===== config.mk =====
export PLATFORM = sky130hd
export DESIGN_NAME = alu_execute_stage
export DESIGN_NICKNAME = d
export VERILOG_FILES = /design/src/rtl/alu_pkg.sv /design/src/rtl/alu_core.sv /design/src/rtl/alu_execute_stage.sv
export SDC_FILE = /design/constraint.sdc
export NUM_CORES = 1
export LEC_CHECK = 0
export ABC_AREA = 1
export CAP_MARGIN = 20
export CORE_ASPECT_RATIO = 1.4
export CORE_UTILIZATION = 50
export DETAILED_ROUTE_END_ITERATION = 7
export PLACE_DENSITY = 0.85
export SLEW_MARGIN = 10
export SYNTH_ARGS = -nofsm -noshare
export SYNTH_HDL_FRONTEND = slang
export SYNTH_SLANG_ARGS = --single-unit

===== constraint.sdc =====
create_clock -name clk -period 4.5 [get_ports clk]
set_input_delay 1.125 -clock clk [delete_from_list [all_inputs] [get_ports clk]]
set_output_delay 1.125 -clock clk [all_outputs]
set_load 0.02 [all_outputs]

===== src/rtl/alu_pkg.sv =====
// Shared ALU definitions for the function decoder and the execute stage.
//   - ALU_Func encodings (ALU_AND .. ALU_SLT)
//   - skid-buffer state encoding
//   - width-independent per-entry status flags (the full entry type lives in the
//     execute stage because it depends on its WIDTH / REG_AW parameters)
package alu_pkg;

  localparam logic [3:0] ALU_AND  = 4'b0000;
  localparam logic [3:0] ALU_OR   = 4'b0001;
  localparam logic [3:0] ALU_XOR  = 4'b0010;
  localparam logic [3:0] ALU_XNOR = 4'b0011;
  localparam logic [3:0] ALU_ADD  = 4'b0100;
  localparam logic [3:0] ALU_SUB  = 4'b1100;
  localparam logic [3:0] ALU_SLT  = 4'b1101;

  // Number of valid entries held: none, head only, head plus skid.
  typedef enum logic [1:0] {
    StEmpty = 2'd0,
    StOne   = 2'd1,
    StFull  = 2'd2
  } skid_state_e;

  typedef struct packed {
    logic zero;
    logic reg_write;
    logic illegal;
    logic ovf;
  } entry_flags_t;

endpackage


===== src/rtl/alu_core.sv =====
// Purely combinational ALU datapath.
// Ports:
//   op_a, op_b  in   operands (two's complement)
//   alu_func    in   decoded function (ALU_* encodings from alu_pkg)
//   ovf_check   in   op is a signed add/sub that must flag overflow
//   result      out  computed result (0 for unsupported functions)
//   illegal     out  alu_func is not a supported encoding (X included)
//   ovf         out  signed overflow trap
// Build option: ALU_OVF_TRAP_EN enables overflow detection; otherwise ovf is 0
// and ovf_check is ignored.
module alu_core
  import alu_pkg::*;
#(
  parameter int unsigned WIDTH = 32
) (
  input  logic [WIDTH-1:0] op_a,
  input  logic [WIDTH-1:0] op_b,
  input  logic [3:0]       alu_func,
  input  logic             ovf_check,
  output logic [WIDTH-1:0] result,
  output logic             illegal,
  output logic             ovf
);

  logic [WIDTH-1:0] sum;
  logic [WIDTH-1:0] diff;
  logic             lt;

  assign sum  = op_a + op_b;
  assign diff = op_a - op_b;
  assign lt   = $signed(op_a) < $signed(op_b);

  always_comb begin
    result  = '0;
    illegal = 1'b0;
    // Plain case: an X on alu_func falls into default and is reported illegal.
    case (alu_func)
      ALU_AND:  result = op_a & op_b;
      ALU_OR:   result = op_a | op_b;
      ALU_XOR:  result = op_a ^ op_b;
      ALU_XNOR: result = ~(op_a ^ op_b);
      ALU_ADD:  result = sum;
      ALU_SUB:  result = diff;
      ALU_SLT:  result = {{(WIDTH-1){1'b0}}, lt};
      default:  illegal = 1'b1;
    endcase
  end

`ifdef ALU_OVF_TRAP_EN
  logic add_ovf;
  logic sub_ovf;

  // Overflow iff the operands' effective signs agree but the result sign differs.
  assign add_ovf = (op_a[WIDTH-1] == op_b[WIDTH-1]) && (sum[WIDTH-1] != op_a[WIDTH-1]);
  assign sub_ovf = (op_a[WIDTH-1] != op_b[WIDTH-1]) && (diff[WIDTH-1] != op_a[WIDTH-1]);

  always_comb begin
    ovf = 1'b0;
    if (ovf_check) begin
      if (alu_func == ALU_ADD) ovf = add_ovf;
      else if (alu_func == ALU_SUB) ovf = sub_ovf;
    end
  end
`else
  logic unused_ovf_check;
  assign unused_ovf_check = ovf_check;
  assign ovf = 1'b0;
`endif

endmodule


===== src/rtl/alu_execute_stage.sv =====
// ALU execute stage at the EX/MEM boundary.
// Accepts a decoded ALU op, computes it combinationally in alu_core and captures
// the result into a 2-entry skid buffer (head + skid) so in_ready depends only on
// registered state, never on out_ready.
// Ports:
//   clk, reset                 clock; synchronous active-high reset
//   flush                      synchronous discard of all held entries
//   in_valid / in_ready        upstream handshake (in_ready registered)
//   ALU_Func, op_a, op_b       decoded function and operands
//   ovf_check                  signed add/sub that must flag overflow
//   rd_in, reg_write_in        destination register and writeback enable
//   out_valid / out_ready      downstream handshake
//   result, zero, rd_out,
//   reg_write_out,
//   illegal_func, ovf          head entry fields
// Build option: ALU_OVF_TRAP_EN enables the signed-overflow trap (see alu_core).
module alu_execute_stage
  import alu_pkg::*;
#(
  parameter int unsigned WIDTH  = 32,
  parameter int unsigned REG_AW = 5
) (
  input  logic              clk,
  input  logic              reset,
  input  logic              flush,
  input  logic              in_valid,
  output logic              in_ready,
  input  logic [3:0]        ALU_Func,
  input  logic [WIDTH-1:0]  op_a,
  input  logic [WIDTH-1:0]  op_b,
  input  logic              ovf_check,
  input  logic [REG_AW-1:0] rd_in,
  input  logic              reg_write_in,
  output logic              out_valid,
  input  logic              out_ready,
  output logic [WIDTH-1:0]  result,
  output logic              zero,
  output logic [REG_AW-1:0] rd_out,
  output logic              reg_write_out,
  output logic              illegal_func,
  output logic              ovf
);

  typedef struct packed {
    logic [WIDTH-1:0]  result;
    logic [REG_AW-1:0] rd;
    entry_flags_t      flags;
  } entry_t;

  skid_state_e state_q, state_d;
  entry_t      head_q, skid_q, head_d, new_entry;

  logic             accept;
  logic             pop;
  logic             load_head;
  logic             head_from_skid;
  logic             load_skid;
  logic [WIDTH-1:0] core_result;
  logic             core_illegal;
  logic             core_ovf;

  alu_core #(
    .WIDTH(WIDTH)
  ) u_alu_core (
    .op_a     (op_a),
    .op_b     (op_b),
    .alu_func (ALU_Func),
    .ovf_check(ovf_check),
    .result   (core_result),
    .illegal  (core_illegal),
    .ovf      (core_ovf)
  );

  always_comb begin
    new_entry                 = '0;
    new_entry.result          = core_result;
    new_entry.rd              = rd_in;
    new_entry.flags.zero      = (core_result == '0);
    new_entry.flags.illegal   = core_illegal;
    new_entry.flags.ovf       = core_ovf;
    // Trapped or illegal ops still flow but must never write back.
    new_entry.flags.reg_write = reg_write_in & ~core_illegal & ~core_ovf;
  end

  assign in_ready  = (state_q != StFull);
  assign out_valid = (state_q != StEmpty);
  assign accept    = in_valid & in_ready;
  assign pop       = out_valid & out_ready;

  always_comb begin
    state_d        = state_q;
    load_head      = 1'b0;
    head_from_skid = 1'b0;
    load_skid      = 1'b0;
    if (flush) begin
      state_d = StEmpty;
    end else begin
      case (state_q)
        StEmpty: begin
          if (accept) begin
            state_d   = StOne;
            load_head = 1'b1;
          end
        end
        StOne: begin
          if (accept && !pop) begin
            state_d   = StFull;
            load_skid = 1'b1;
          end else if (accept && pop) begin
            load_head = 1'b1;
          end else if (pop) begin
            state_d = StEmpty;
          end
        end
        StFull: begin
          if (pop) begin
            state_d        = StOne;
            load_head      = 1'b1;
            head_from_skid = 1'b1;
          end
        end
        default: state_d = StEmpty;
      endcase
    end
  end

  assign head_d = head_from_skid ? skid_q : new_entry;

  // Flush only empties the buffer; reset additionally zeroes the stored data.
  always_ff @(posedge clk) begin
    if (reset) begin
      state_q <= StEmpty;
      head_q  <= '0;
      skid_q  <= '0;
    end else begin
      state_q <= state_d;
      if (load_head) head_q <= head_d;
      if (load_skid) skid_q <= new_entry;
    end
  end

  assign result        = head_q.result;
  assign zero          = head_q.flags.zero;
  assign rd_out        = head_q.rd;
  assign reg_write_out = head_q.flags.reg_write;
  assign illegal_func  = head_q.flags.illegal;
  assign ovf           = head_q.flags.ovf;

endmodule

==> results.yml <==
clock_network:
  clk_pin_slew_ps: 60
  cts_tree: "yes"
  cts.sink_count: 82
  root_buffer: "clkbuf_16"
  cts_max_path_buffers: 2
  cts_resized: 0
  clk_latency_ps: 340
  cts_buffers: 9
  htree_levels: 3
  cts_setup_buffers: 0
  hold_buffers: 0
setup_path:
  startpoint_type: "primary input"
  cp-end-kind: "register"
  required_ps: 4770
  cp_max_fo: 5
  max_stage_delay_ps: 560
  worst_path_most_repeated_cell: "nand2_1"
  crit_slowest_cell: "clkdlybuf4s50_1"
  arrival_ps: 4390
  crit_chain: "clkdlybuf4s50_1 > inv_1 > ha_1 > nor2_2 > nand2_1 > nand3_1 > nand2_1 > nand2_1 > nand2_1 > nand2_1 > nand2_1 > nand2_1 > nand2_1 > nand3_1 > nand3_1 > nor2_1 > nand2_1 > nor2_1 > nand3_1 > nand2_1 > nand2_1 > a21oi_2"
  path_class: "primary input to register"
synth:
  syn_avg_cell_area_um2: 5.55
  synth.area.top_cells: "nand2_1 19%, dfxtp_1 16%, inv_1 14%"
  ys_ff_latch: 82
  synthCells: 1860
  syn_nets: 2042
  ys.flop_type: "dfxtp_1"
  yosys.area.top_type: "nand2_1"
  synth-seq-area-share: 0.159
  yosysWarnings: 0
  synth_common_cells: "514 x nand2_1, 381 x inv_1, 162 x nor2_1, 158 x a21oi_1, 132 x nand3_1"
  async_reset_ff_frac: 0
  synth-edff-count: 0
  synth_most_common_cell: "nand2_1"
  synth_area_um2: 10300
  yosysUniqueCellTypes: 42
  synth_top_area_share: 0.187
placement:
  io_buffer_count: 120
  dpl.hpwl_um: 29000
  gp_congestion: 0.996
  placed_cell_area_um2: 11800
layout:
  drive_above_1_share: 0.0519
  num-nets-final: 2143
  antenna_cells: 0
  final_cell_area_um2: 12000
  syn_to_final_growth_pct: 16.5
floorplan:
  die_h_um: 172
  pin_count: 123
  die_width_um: 123
  start_util: 0.514
  num_rows: 61
  core_um2: 20100
  dieArea_um2: 21200
global_route:
  grt_start_max_net_pins: 55
  first_global_vias: 11262
  grt_overflow: 0
  grt_pass1_wl_um: 55600
  grt.total_usage: 0.340
  antenna_found_initial: 0
routing:
  drt-initial-drc-count: 1028
  post_drt_wl_per_cell_um: 16.1
  ant_nets: 0
  remaining_drc_errors: 0
  vias: 12009
  via_per_inst: 5.41
  routed_wl_um: 35700
  drtPass1Iterations: 5
timing:
  skew_ps: 8.79
  tns_ps: 0
  finalSetupViolations: 0
  final_max_slew_viol_count: 0
  tightest_slew_ps: 731
  period_share: 0.915
  maxSlewHeadroom: 0.512
  hold_viol: 0
  rsz0062_at_grt: "no"
  fmaxAchievable_mhz: 243
  holdWs_ps: 467
  fin_crit_ps: 4120
hold_path:
  worstHoldPathType: "register to register"
job:
  cap_violations: 0
power_and_ir_drop:
  power.density_nw_per_um2: 207
  p_leak_nw: 6.60
  peakVddDrop_mv: 0.171
  finalPower_mw: 2.49
status:
  status: "finished clean"
==> path summary, 6_finish.rpt <==
| kind | to | depth (start not counted) | start | slack [ps] |
|---|---|---|---|---|
| setup / recovery | zero | 22 | op_b[1] | 380 |
| hold / removal | result[12] | 2 | result[12] | 470 |
| setup reg to reg | result[12] | 10 | state_q[1] | 2150 |
| hold reg to reg | result[12] | 2 | result[12] | 470 |
==> power breakdown <==
part           switching (mW)  leakage (nW)  internal, mW  total (mW)
Combinational           0.696          5.80         0.368        1.06
Clock                   0.293         0.137         0.374       0.668
Sequential             0.0110         0.665         0.748       0.759
==> kinds of logic (layout without fill, tap and decap cells) <==
logic type,count (synthesis),count (layout),share of synthesized area
compound gates,332,332,0.178
xor+xnor,1,1,0.000849
simple gates,879,879,0.356
other cells,1,1,0.000363
flops,82,82,0.159
buf+inv,463,569,0.181
fa+ha+maj,102,102,0.125
==> critical path: cells and delay by family <==
kind,cells,cell delay [ps]
simple gates,18,2120
buf+inv,2,680
compound gates,1,100
fa+ha+maj,1,360
==> state kept, by name, summed over array words and instances, names as in the netlist <==
name / flops
skid_q: 40
result: 32
rd_out: 5
state_q: 2
illegal_func: 1
reg_write_out: 1
zero: 1
==> final cells by class <==
type                            instances  area [um^2]
Fill cell                            2087         8050
Inverter                              391         1470
Multi-Input combinational cell       1315         6820
Timing Repair Buffer                  162         1510
Sequential cell                        82         1640
Clock buffer                           10          229
Tap cell                              252          315
Clock inverter                          6         41.3
==> stage by stage <==
stage          setup WS, ps  utilization  instances
6_report                385        0.599       2218
4_1_cts                 462        0.599       2218
2_1_floorplan          1350            -       1860
5_1_grt                76.8        0.599       2218
3_5_place_dp            128        0.586       2202
3_3_place_gp            143        0.586       2202
==> metal layers <==
metal | vias to the layer above | track usage | part of all wire
met5 | - | 0 | 0
met4 | 0 | 0.179 | 0.053
met3 | 110 | 0.0376 | 0.069
met2 | 499 | 0.622 | 0.50
met1 | 5403 | 0.381 | 0.38
li1 | 5997 | - | -
==> layout by cell type, fill, tap and decap left out, types with 2 or more instances in the layout <==
cell type	count
clkinv_4	2
nand3_2	5
nor3_2	2
fa_1	2
ha_1	100
and2_1	5
nor3_1	10
a31oi_1	6
nand3_1	132
o22ai_1	21
nor2_1	161
buf_4	42
o21ai_1	2
nand2_2	11
o21bai_1	11
nor2_2	15
nand2_1	514
inv_2	4
dfxtp_1	82
or2_2	2
a21oi_1	158
clkdlybuf4s50_1	119
a211oi_1	12
clkinv_1	6
a221oi_1	5
o211ai_1	11
inv_1	381
clkinv_2	3
clkbuf_16	9
o221ai_1	8
o21ai_0	96
nand4_1	17
Note: power is estimated with default switching activity, not from simulation.
